`src/rtl/cpu5_immenc.sv`:
```
// cpu5_immenc: packs a signed immediate into I/S/B instruction fields, flags unrepresentable values
// Ports:
//   clk, resetn            clock (rising edge), asynchronous active-low reset
//   in_valid/in_ready      input handshake; in_ready is registered (low only while the skid holds a word)
//   in_instr, in_immtype   template instruction and immediate format select
//   in_imm                 signed immediate (byte offset for B)
//   out_valid/out_ready    output handshake
//   out_instr, out_err     encoded word and "immediate did not fit / bad format" flag
//   err_clr, err_count     synchronous clear and saturating count of delivered error words
`ifndef CPU5_XLEN
`define CPU5_XLEN 32
`endif
`ifndef CPU5_BRANCHTYPE_SIZE
`define CPU5_BRANCHTYPE_SIZE 2
`endif
`ifndef CPU5_IMMTYPE_I
`define CPU5_IMMTYPE_I 2'd0
`endif
`ifndef CPU5_IMMTYPE_S
`define CPU5_IMMTYPE_S 2'd1
`endif
`ifndef CPU5_IMMTYPE_B
`define CPU5_IMMTYPE_B 2'd2
`endif

module cpu5_immenc #(
    parameter int XLEN  = `CPU5_XLEN,
    parameter int CNT_W = 8
) (
    input  logic                             clk,
    input  logic                             resetn,
    input  logic                             in_valid,
    output logic                             in_ready,
    input  logic [XLEN-1:0]                  in_instr,
    input  logic [`CPU5_BRANCHTYPE_SIZE-1:0] in_immtype,
    input  logic [XLEN-1:0]                  in_imm,
    output logic                             out_valid,
    input  logic                             out_ready,
    output logic [XLEN-1:0]                  out_instr,
    output logic                             out_err,
    input  logic                             err_clr,
    output logic [CNT_W-1:0]                 err_count
);
    logic            fit12, fit13, enc_err, skid_valid, skid_err, accept, xfer;
    logic [XLEN-1:0] enc_instr, skid_instr;

    // 12-bit signed range for I/S; 13-bit even range for B
    assign fit12 = &in_imm[XLEN-1:11] | ~|in_imm[XLEN-1:11];
    assign fit13 = (&in_imm[XLEN-1:12] | ~|in_imm[XLEN-1:12]) & ~in_imm[0];

    always_comb begin
        enc_instr = in_instr;
        enc_err   = 1'b1;
        if (in_immtype == `CPU5_IMMTYPE_I) begin
            enc_instr[31:20] = in_imm[11:0];
            enc_err          = ~fit12;
        end else if (in_immtype == `CPU5_IMMTYPE_S) begin
            enc_instr[31:25] = in_imm[11:5];
            enc_instr[11:7]  = in_imm[4:0];
            enc_err          = ~fit12;
        end else if (in_immtype == `CPU5_IMMTYPE_B) begin
            enc_instr[31]    = in_imm[12];
            enc_instr[30:25] = in_imm[10:5];
            enc_instr[11:8]  = in_imm[4:1];
            enc_instr[7]     = in_imm[11];
            enc_err          = ~fit13;
        end
    end

    assign in_ready = ~skid_valid;
    assign accept   = in_valid & in_ready;
    assign xfer     = out_valid & out_ready;

    // in_ready is low whenever the skid is full, so a skid refill and a new accept never coincide
    always_ff @(posedge clk or negedge resetn) begin
        if (!resetn) begin
            out_valid  <= 1'b0;
            out_instr  <= '0;
            out_err    <= 1'b0;
            skid_valid <= 1'b0;
            skid_instr <= '0;
            skid_err   <= 1'b0;
        end else if (xfer | ~out_valid) begin
            out_valid  <= skid_valid | accept;
            skid_valid <= 1'b0;
            if (skid_valid) begin
                out_instr <= skid_instr;
                out_err   <= skid_err;
            end else if (accept) begin
                out_instr <= enc_instr;
                out_err   <= enc_err;
            end
        end else if (accept) begin
            skid_valid <= 1'b1;
            skid_instr <= enc_instr;
            skid_err   <= enc_err;
        end
    end

    always_ff @(posedge clk or negedge resetn) begin
        if (!resetn) err_count <= '0;
        else if (err_clr) err_count <= '0;
        else if (xfer & out_err & ~&err_count) err_count <= err_count + 1'b1;
    end
endmodule

```
`config.mk`:
```
export PLATFORM = sky130hd
export DESIGN_NAME = cpu5_immenc
export DESIGN_NICKNAME = d
export VERILOG_FILES = /design/src/rtl/cpu5_immenc.sv
export SDC_FILE = /design/constraint.sdc
export NUM_CORES = 1
export LEC_CHECK = 0
export CAP_MARGIN = 20
export CORE_AREA = 5 5 154 82
export DETAILED_ROUTE_END_ITERATION = 12
export DIE_AREA = 0 0 159 87
export PLACE_DENSITY = 0.59
export SETUP_SLACK_MARGIN = 0.3
export SLEW_MARGIN = 10
export SYNTH_ARGS = -nofsm -noshare
export SYNTH_HDL_FRONTEND = slang
export SYNTH_SLANG_ARGS = --single-unit
```
`constraint.sdc`:
```
create_clock -name clk -period 4.9 [get_ports clk]
set_clock_uncertainty 0.15 [all_clocks]
set_input_delay 1.47 -clock clk [delete_from_list [all_inputs] [get_ports clk]]
set_output_delay 1.47 -clock clk [all_outputs]
set_load 0.005 [all_outputs]
```
* Word level (Yosys, flattened, before mapping)
Cells that the tools add are included.
Word-level totals: register bits after elaboration 76, bits in latches 0, RAM bits 0, memory bits (read-only) 0, bits of input ports 71, output and inout bits 43, word-level logic and storage cells 57, memories 0
Operators by class: $add $sub $neg 1, multiply operators 0, div/mod/pow operators 0, magnitude comparators 0, eq/ne operators 2, shifts and indexed selects 0, multiplexer cells 18, bitwise logic cells 15, reductions and logical operators 14
Operators with widths (count):
- $mux W32 | 2
- $mux W7 | 3
- $reduce_and A21 Y1 | 1
- $reduce_or A21 Y1 | 1
- $mux W5 | 4
- $reduce_and A20 Y1 | 1
- $reduce_or A20 Y1 | 1
- $mux W8 | 2
- $add A8 B1 Y8 const B | 1
- $reduce_and A8 Y1 | 1
- $mux W1 | 7
- $not A1 Y1 | 6
- $reduce_bool A2 Y1 | 3
- $and A1 B1 Y1 | 5
- $or A1 B1 Y1 | 4
- $reduce_and A2 Y1 | 2
- $logic_not A1 Y1 | 3
- $eq A2 B1 Y1 const B | 1
- $eq A2 B2 Y1 const B | 1
- $logic_not A2 Y1 | 1

* Depth between registers and ports, before layout
Gate-level depths: netlist (run 1).
depth after elaboration 10, mapped depth 7, mapped depth without buffers 5

* Worst setup path before layout (run 1)
No wires, ideal clock.
path type input to register, from in in_immtype[0], to reg out_instr[8], setup time 0.125 ns, data arrival time 2.374 ns, data required time 4.625 ns, setup slack 2.252 ns, stages on the path 5, buffers on the path 1, cell sequence buf_6 xnor2_4 mux2i_1 o21ai_1 mux2_2
On the way: cells in the longest elaborated chain, start to end 6, elaborated cells on any way between the ends 8, those cells by class eq/ne: 2; mux: 5; reduce/logical: 1
RTL lines:
- start, declared | line 35 | input logic [`CPU5_BRANCHTYPE_SIZE-1:0] in_immtype,
- $eq A2 B2 Y1 (no source line)
- $mux W5 | line 61 | end else if (in_immtype == `CPU5_IMMTYPE_B) begin
- $mux W5 | line 57 | end else if (in_immtype == `CPU5_IMMTYPE_S) begin
- $mux W5 (*) | line 54 | if (in_immtype == `CPU5_IMMTYPE_I) begin
- $mux W32 (*) | line 89 | end else if (accept) begin
- $mux W32 (*) | line 86 | if (skid_valid) begin
- end signal, assigned | line 87 | out_instr <= skid_instr;
- end signal, assigned | line 90 | out_instr <= enc_instr;
- end, declared | line 39 | output logic [XLEN-1:0] out_instr,
Mark *: on every way between the ends. The rest lies on a longest branch, timed or not. The select of a mux whose other input is x is not followed. A chain may end at the register's enable or synchronous reset.

* Worst setup path after layout (run 1)
from in in_immtype[1], to reg out_instr[29]
On the way: cells in the longest elaborated chain, start to end 6, elaborated cells on any way between the ends 8, those cells by class eq/ne: 2; mux: 5; reduce/logical: 1
RTL lines (line):
- $eq A2 B2 Y1 (no source line)
- $mux W7 | 61
- $mux W7 | 57
- $mux W7 (*) | 54
- $mux W32 (*) | 89
- $mux W32 (*) | 86
Marks and branches as above.

==> summary.txt, run 1 <==
Place
  • Placed cell area: a little under 5000 sq um
  • Placed Instances: between 600 and 700
  • Final RePlAce weighted congestion: 0.7895
  • IO Port Bufs: 113
  • Final HPWL DP: 6763 microns

STA
  • Slew @ Worst Pin: ~1.1 ns
  • Fin crit period: 3.292 ns
  • RSZ-0062 raised after global routing: no
  • Setup TNS: 0 ns
  • Tcrit/Tclk final: 0.6719
  • Max Freq: around 0.30 GHz
  • Final Max Tran Viols: 0
  • Hold Vio Cnt, Final: 0
  • Setup violators final: 0
  • Max-slew headroom: 0.2969

Clock tree
  • CTS H-tree depth: 3
  • CTS Root Cell: clkbuf_16
  • CTS resizes: 0
  • Clock Path Buffers: 2
  • Hold Buf Count CTS: 0
  • CTS Buf Count: 9
  • Postcts setup bufs: 0
  • CTS tree: yes
  • Clock transition at the registers of the reported paths: about 0.060 ns
  • Worst-Skew Late Latency: roughly 0.33 ns
  • CTS sink cnt: 76

Power
  • Switch Pwr: 0.4977 mW
  • PD cells: 375.5 nW/um^2
  • Sw frac: 0.2492
  • Flop pwr share: 0.409
  • Clock Power Share: 0.374
  • Comb pwr share: 0.217
  • Int Power: ~1.5 mW
  • VDD IR max: 153.6 uV
  • Leak pwr: between 2 and 2.5 nW

Synth
  • Register bit count reported by yosys: 76
  • Average size of a mapped cell: 10.32 sq um
  • Synth area leaders: dfrtp_1, mux2i_1, nand2_1
  • Async SR Flop Fraction: 1.000
  • Most numerous cell in the Yosys netlist: nand2_1
  • Ys flop type: dfrtp_1
  • Post-synth EDFFs: 0
  • Top cell type's share of synthesized area: 0.5149
  • Synth Instances: about 360
  • Mapped Nets: 430
  • Yosys warnings: 0
  • Post-synth top cells: nand2_1, dfrtp_1, mux2i_1
  • Seq/Total Area, Yosys: 0.5149
  • Post-synth top area cell: dfrtp_1
  • Cell area after synthesis: around 3700 sq um
  • Cell variety after synth: 42

Run
  • Max_cap viols: 0

Floorplanning
  • Die extent in x: between 150 and 200 microns
  • # rows: 28
  • Initial core utilization: 0.3264
  • Die Footprint: ~14000 sq um
  • Core Region: roughly 11000 sq um
  • Top Ports: 114
  • Die H: between 80 and 90 microns

GRT
  • Antenna violations before repair: 0
  • Global-route wire length before repair: 15300 microns
  • Gr ovfl total: 0
  • Tot GR Track Use: 0.1383
  • Vias in the first global route: 2979
  • Largest net degree at the start of global routing: 77

Routing
  • DRT Wirelength: between 9000 and 10000 microns
  • Routed Antenna Nets: 0
  • M1 wire length: 4661 microns
  • Uppermost layer routed: met4
  • Met2 WL: approximately 3800 microns
  • Via density: 4.712
  • Initial DRT Pass Iterations: 4
  • Routed WL per cell: 14.87 microns
  • Drc violations: 0
  • Vias: about 3000
  • DRT iter0 DRCs: 95
  • Met3 WL post-DR: just over 700 microns

Finish
  • Final Core Density: 0.4699
  • Layout fillers: about 1100
  • Area Overhead vs Synth: 43.97%
  • Final net count: between 500 and 600
  • Share of cells above drive strength 1: 0.1102
  • Antenna cells: 0
  • Fin cells: about 620
  • Final instance area: ~5300 sq um

Worst setup path
  • CP delay by family, top: buffers and inverters
  • WP data arrival: between 3 and 4 ns
  • Critical path, cell by cell: clkdlybuf4s50_1, nand2_2, mux2i_1, o21ai_1, mux2_2
  • CP startpoint kind: input port
  • Setup crit end kind: flip-flop
  • Max incr delay on CP: roughly 0.82 ns
  • WP buf/inv: 1
  • Internal reg-to-reg setup slack: around 2.5 ns
  • Max FO, Critical Path: 8
  • Crit Path Class: in -> reg
  • Highest-delay cell along the critical path: clkdlybuf4s50_1
  • WP data required: 4.96 ns

Worst hold path
  • Worst hold path class: reg -> reg

Run status
  • Outcome: finished clean
worst paths after layout:
kind / startpoint / endpoint / depth (start not counted)
worst max-delay path: in_immtype[1] / out_instr[29]$_DFFE_PN0P_ / 5
worst min-delay path: out_instr[0]$_DFFE_PN0P_ / out_instr[0]$_DFFE_PN0P_ / 2
worst max register to register: skid_valid$_DFFE_PN0P_ / out_instr[14]$_DFFE_PN0P_ / 4
worst min register to register: out_instr[0]$_DFFE_PN0P_ / out_instr[0]$_DFFE_PN0P_ / 2
max in group asynchronous: resetn / skid_valid$_DFFE_PN0P_ / 2
min in group asynchronous: resetn / out_instr[5]$_DFFE_PN0P_ / 1
cells in the final DEF (no fill, tap or decap), types with 3 or more instances in the layout:
cell type          n
clkdlybuf4s50_1  112
buf_4              4
nand3_1            3
clkbuf_16          9
mux2i_1           37
o21ai_0           31
nand2_1           97
bufinv_16          3
xnor2_1            6
inv_1              3
nor2_1            12
dfrtp_1           75
o21ai_1           17
nand4_1            5
mux2_2            16
nor4_1             5
layout make-up:
class                           count  area [sq um]  area share
Inverter                            3         11.26    0.002118
Multi-Input combinational cell    259          1677      0.3153
Sequential cell                    76          1903      0.3579
Timing Repair Buffer              118          1199      0.2254
Tap cell                          150         187.7     0.03529
Clock buffer                        9         225.2     0.04235
Clock inverter                      7         115.1     0.02165
power groups by stage:
stage	clock network, mW	registers [mW]	logic (mW)
CTS	0.772	0.817	0.439
finish	0.748	0.816	0.433
global placement	0	0.823	0.427
floorplan	0	0.817	0.185
detailed placement	0	0.827	0.438
global route	0.801	0.833	0.482
registers in the layout, summed over array words and instances, names as in the netlist:
name and cells:
skid_valid 1, out_err 1, out_valid 1, out_instr 32, skid_instr 32, skid_err 1, err_count 8
worst reg2reg max path, stage by stage, from the launching register on:
cell     delay [ns]
dfrtp_2        0.39
buf_4          0.33
o21ai_4        0.91
buf_4          0.35
o21ai_0        0.12
through the flow:
step	hold WS [ns]	setup WS (ns)	total power, mW
3_5_place_dp	0.3152	1.242	1.264
5_1_grt	0.3515	1.414	2.116
4_1_cts	0.3309	1.597	2.028
6_report	0.3244	1.608	1.997
3_3_place_gp	0.3089	1.268	1.250
2_1_floorplan	0.2954	2.252	1.003
cells by family after synthesis:
kind of cell,synth area share
flops,0.5149
compound gates,0.09925
fa+ha+maj,0.003387
simple gates,0.1690
mux,0.1562
xor+xnor,0.02405
buf+inv,0.03320
per-layer routing:
layer,vias to the layer above,track usage
met2,88,0.2041
li1,1449,-
met1,1385,0.1920
met5,-,0
met4,0,0.03019
met3,9,0.05626
No activity file was read; power rests on OpenSTA's default activity.
==> run 2: changes to the inputs <==
- PLACE_DENSITY: 0.59 -> 0.61
- clock period: 4.9 -> 2.9 ns (I/O delays scaled with it)
==> run 2 against run 1 <==
Effect of this change: final cell count grew 0.64%; register-to-register slack got worse by 1.5 ns; core utilization rose by 0.055 points; count of clock-buffer cells in the layout did not move; worst setup slack got worse by 1.2 ns; die area is the same; via count is essentially flat; critical path type unchanged; critical endpoint is now out_instr[27]$_DFFE_PN0P_; largest cell class unchanged; highest routed layer unchanged.
==> summary.txt, run 2 (synthesis results as in run 1) <==
Finish
  • Antenna cells: 0
  • Layout fillers: between 1000 and 1500
  • Commonest non-fill, non-tap cell in the layout: clkdlybuf4s50_1
  • Largest registers: out_instr (32), skid_instr (32), err_count (8)
  • Share of cells above drive strength 1: 0.1176
  • Area Overhead vs Synth: 44.14%
  • Most used cells in the layout excluding fill and tap cells: clkdlybuf4s50_1, nand2_1, dfrtp_1
  • Fin cells: 626
  • Final Core Density: 0.4705
  • Final instance area: 5324 sq um
  • Final net count: approximately 540

Power
  • Switch Pwr: a little under 0.9 mW
  • Power Total: ~3.3 mW
  • Comb pwr share: 0.222
  • VDD IR max: approximately 270 uV
  • Clock Power Share: 0.364
  • Sw frac: 0.2617
  • PD cells: ~630 nW/um^2
  • Leak pwr: 2.256 nW
  • Int Power: roughly 2.5 mW
  • Flop pwr share: 0.414

STA
  • Hold Vio Cnt, Final: 0
  • Tcrit/Tclk final: 0.8426
  • Slew @ Worst Pin: between 0.6 and 0.7 ns
  • Final Max Tran Viols: 0
  • Hold WS: approximately 0.33 ns
  • Setup violators final: 0
  • RSZ-0062 raised after global routing: no
  • Setup WS post-layout: between 0.4 and 0.5 ns
  • Fin crit period: around 2.4 ns
  • Max Freq: 0.4092 GHz
  • Setup TNS: 0 ns
  • Max-slew headroom: 0.5620

Worst setup path
  • CP startpoint kind: input port
  • WP data arrival: between 2 and 3 ns
  • Worst Setup EP: out_instr[27]$_DFFE_PN0P_
  • WP data required: between 2 and 3 ns
  • Internal reg-to-reg setup slack: between 1 and 1.5 ns
  • Setup crit end kind: flip-flop
  • CP delay by family, top: buffers and inverters
  • CP Depth: 5
  • RR Endpoint: out_instr[21]$_DFFE_PN0P_
  • Worst reg2reg path depth: 4
  • Critical path, cell by cell: clkdlybuf4s50_1, nand2_2, mux2i_1, o21ai_0, mux2_2
  • Critical R2R Launch: skid_valid$_DFFE_PN0P_
  • Max incr delay on CP: about 0.7 ns
  • Max FO, Critical Path: 6
  • Crit Path Class: in -> reg
  • Highest-delay cell along the critical path: clkdlybuf4s50_1
  • Worst setup path start: in_immtype[1]
  • WP buf/inv: 1

Clock tree
  • CTS H-tree depth: 3
  • Clock transition at the registers of the reported paths: ~0.060 ns
  • Postcts setup bufs: 0
  • CTS resizes: 0
  • Worst-Skew Late Latency: 0.33 ns
  • CTS Root Cell: clkbuf_16
  • Clock Path Buffers: 2
  • CTS tree: yes
  • CTS Buf Count: 9
  • Hold Buf Count CTS: 0
  • CTS sink cnt: 76

GRT
  • Global-route wire length before repair: between 15000 and 20000 microns
  • GRT busiest layer: met2
  • Antenna violations before repair: 0
  • GR Util met1: 0.1998
  • Met3 usage: 0.05957
  • Tot GR Track Use: 0.1438
  • Largest net degree at the start of global routing: 53
  • Vias in the first global route: about 3100
  • Gr ovfl total: 0
  • M2 GR Usage: 0.2087

Place
  • DP Worst Slack: between 0.09 and 0.1 ns
  • Placed Instances: between 600 and 700
  • Final RePlAce weighted congestion: ~0.74
  • Final HPWL DP: a little over 7000 microns
  • Placed cell area: between 4000 and 5000 sq um
  • IO Port Bufs: 113

Floorplanning
  • Die H: 87 microns
  • Core Region: 11320 sq um
  • # rows: 28
  • Initial core utilization: 0.3264
  • Die Footprint: roughly 14000 sq um
  • Die extent in x: 159 microns
  • Top Ports: about 110

Routing
  • Routed Antenna Nets: 0
  • Vias: ~3000
  • Routed WL per cell: between 15 and 20 microns
  • DRT Wirelength: ~9600 microns
  • Drc violations: 0
  • DRT iter0 DRCs: 108
  • Via density: 4.681
  • Initial DRT Pass Iterations: 5

Worst hold path
  • Worst hold path class: reg -> reg
  • Hold_sp: out_instr[13]$_DFFE_PN0P_

Run status
  • Outcome: finished clean

Run
  • Max_cap viols: 0
## run 2: cell types whose count changed in the layout (fill, tap and decap cells not counted), sizes merged
cell	previous run	this run
bufinv	3	2
clkinvlp	2	1
buf	6	10
inv	3	5
## run 2: layout make-up
class | count | area (sq um) | area share
Tap cell | 150 | 187.7 | 0.03525
Sequential cell | 76 | 1903 | 0.3575
Timing Repair Buffer | 122 | 1221 | 0.2294
Clock buffer | 9 | 225.2 | 0.04230
Multi-Input combinational cell | 259 | 1677 | 0.3149
Clock inverter | 7 | 98.84 | 0.01857
Inverter | 3 | 11.26 | 0.002115
## run 2: worst min-delay path by stage
stage	endpoint	slack (ns)	depth (start not counted)
floorplan	skid_instr[0]$_DFFE_PN0P_	0.30	2
global placement	skid_instr[4]$_DFFE_PN0P_	0.31	2
detailed placement	skid_instr[18]$_DFFE_PN0P_	0.32	2
CTS	skid_instr[18]$_DFFE_PN0P_	0.33	2
global route	skid_instr[9]$_DFFE_PN0P_	0.36	2
finish	out_instr[13]$_DFFE_PN0P_	0.33	2
## run 2: metal layers
| layer | vias to the layer above | wire length, microns |
|---|---|---|
| met4 | 0 | 104 |
| li1 | 1455 | - |
| met5 | - | 0 |
| met2 | 88 | 3868 |
| met3 | 11 | 749 |
| met1 | 1376 | 4833 |
## run 2: power groups by stage
stage | Clock (mW) | Sequential [mW] | Combinational [mW]
after floorplan | 0 | 1.38 | 0.313
after global placement | 0 | 1.39 | 0.733
after detailed placement | 0 | 1.40 | 0.750
after CTS | 1.24 | 1.38 | 0.754
after global routing | 1.30 | 1.41 | 0.823
final | 1.21 | 1.38 | 0.738
## run 2: worst reg2reg max path: stages (launching register included)
cell	delay [ns]
dfrtp_2	0.40
buf_4	0.31
o21ai_4	0.26
buf_4	0.27
mux2_2	0.37
==> run 3: changes to the inputs <==
- PLACE_DENSITY: 0.61 -> 0.59
- clock period: 2.9 -> 2.4 ns (I/O delays scaled with it)
==> run 3 against run 2 <==
Effect of this change: flip-flop and latch count is the same; core utilization grew 2.8 points; sequential power grew 20%; wire length rose by 4.7%; largest power group unchanged; first-iteration DRC count down 6.5%; critical path depth is 4 lower; clock power is 3% higher.
==> summary.txt, run 3 (synthesis results as in run 1) <==
Power
  • Int Power: about 2.8 mW
  • Comb pwr share: 0.247
  • VDD IR max: around 320 uV
  • PD cells: 684.4 nW/um^2
  • Leak pwr: 2.636 nW
  • Power Total: around 3.9 mW
  • Flop pwr share: 0.430
  • Sw frac: 0.2772
  • Clock Power Share: 0.324
  • Switch Pwr: ~1.1 mW

Worst setup path
  • Crit Path Class: reg -> out
  • CP startpoint kind: flip-flop
  • Worst reg2reg path depth: 6
  • Internal reg-to-reg setup slack: 0.56 ns
  • RR Endpoint: err_count[5]$_DFFE_PN0P_
  • Worst setup path start: out_instr[1]$_DFFE_PN0P_
  • Critical path, cell by cell: clkdlybuf4s50_1
  • Highest-delay cell along the critical path: clkdlybuf4s50_1
  • Critical R2R Launch: err_count[0]$_DFFE_PN0P_
  • Max FO, Critical Path: 2
  • Max incr delay on CP: ~0.50 ns
  • WP data arrival: roughly 1.2 ns
  • CP delay by family, top: buffers and inverters
  • WP data required: roughly 1.5 ns
  • WP buf/inv: 1
  • Setup crit end kind: output pin

Clock tree
  • Worst-Skew Late Latency: roughly 0.33 ns
  • CTS tree: yes
  • CTS Root Cell: clkbuf_16
  • CTS H-tree depth: 3
  • CTS Buf Count: 9
  • Clock Path Buffers: 2
  • CTS sink cnt: 76
  • Clock transition at the registers of the reported paths: about 0.06 ns

Place
  • Final RePlAce weighted congestion: between 0.7 and 0.8
  • Final HPWL DP: roughly 7300 microns
  • Placed Instances: roughly 630
  • IO Port Bufs: roughly 110
  • DP Worst Slack: -0.09969 ns

Finish
  • Largest registers: out_instr (32), skid_instr (32), err_count (8)
  • Fin cells: 661
  • Antenna cells: 0
  • Share of cells above drive strength 1: 0.1996
  • Layout fillers: 1048
  • Final net count: about 580
  • Final Core Density: 0.4983
  • Commonest non-fill, non-tap cell in the layout: nand2_1
  • Most used cells in the layout excluding fill and tap cells: nand2_1, clkdlybuf4s50_1, dfrtp_1
  • Area Overhead vs Synth: 52.68%

Routing
  • Routed Antenna Nets: 0
  • Initial DRT Pass Iterations: 4
  • Drc violations: 0
  • Vias: between 3000 and 4000
  • Via density: 4.655
  • Routed WL per cell: around 15 microns
  • DRT iter0 DRCs: 101
  • DRT Wirelength: 10000 microns

GRT
  • Gr ovfl total: 0
  • Global-route wire length before repair: approximately 16000 microns
  • Largest net degree at the start of global routing: 36
  • Vias in the first global route: roughly 3100
  • Antenna violations before repair: 0
  • Tot GR Track Use: 0.1466

STA
  • Fin crit period: 2.059 ns
  • Setup WS post-layout: 0.3406 ns
  • Tcrit/Tclk final: 0.8581
  • Hold WS: 0.1386 ns
  • Max Freq: approximately 0.5 GHz
  • RSZ-0062 raised after global routing: no
  • Final Max Tran Viols: 0
  • Max-slew headroom: 0.7640
  • Slew @ Worst Pin: around 0.35 ns
  • Setup violators final: 0
  • Hold Vio Cnt, Final: 0

Floorplanning
  • # rows: 28
  • Die extent in x: roughly 160 microns
  • Core Region: 11320 sq um
  • Initial core utilization: 0.3264
  • Die Footprint: approximately 14000 sq um
  • Die H: roughly 87 microns
  • Top Ports: 114

Run status
  • Outcome: finished clean

Run
  • Max_cap viols: 0

Worst hold path
  • Worst hold path class: in -> async
## run 3: changes by cell type in the layout (fill, tap and decap cells not counted), sizes merged
cell and delta:
buf +35, bufinv -2, clkdlybuf4s50 -30, clkinv +2, clkinvlp +1, dlygate4sd2 +14, dlymetal6s2s +16, inv -1
## run 3: cell type report
type	count	area, sq um	area share
clock buffer	9	225.2	0.03994
tap	150	187.7	0.03328
clock inverter	7	51.30	0.009097
sequential	76	1908	0.3384
inverter	3	11.26	0.001997
timing repair buffer	157	1548	0.2745
multi-input combinational	259	1708	0.3029
## run 3: power by group through the flow
stage	Combinational, mW	Sequential, mW	Clock, mW
3_5_place_dp	0.939	1.69	0
5_1_grt	1.06	1.69	1.35
6_report	0.952	1.66	1.25
4_1_cts	0.930	1.66	1.29
2_1_floorplan	0.379	1.67	0
3_3_place_gp	0.919	1.68	0
## run 3: layer usage
layer,share of wire,vias up,GRT usage
met2,0.43,87,0.2125
met4,0.0037,0,0.03019
li1,-,1530,-
met3,0.064,4,0.05532
met1,0.50,1456,0.2099
met5,0,-,0
## run 3: worst max path at each step
stage	endpoint	slack, ns	depth (start not counted)
3_5_place_dp	out_instr[25]$_DFFE_PN0P_	-0.1	6
2_1_floorplan	out_instr[8]$_DFFE_PN0P_	0.50	5
6_report	out_instr[1]	0.34	1
3_3_place_gp	out_instr[21]$_DFFE_PN0P_	-0.08	6
4_1_cts	out_instr[9]$_DFFE_PN0P_	0.30	6
5_1_grt	out_instr[9]	0.30	1
## run 3: stage by stage
step	TNS [ns]	area [sq um]
after detailed placement	-1.196	5137
after CTS	0	5478
after global routing	0	5639
final	0	5639
after floorplan	0	3694
after global placement	-0.5586	5137
## run 3: what timing repair did
action	4_1_cts	5_1_grt
pin swaps	1	3
resized for setup	21	23
hold buffers	0	0
setup endpoints to repair	31	31
endpoints found under the hold margin	0	0
setup buffers	9	11
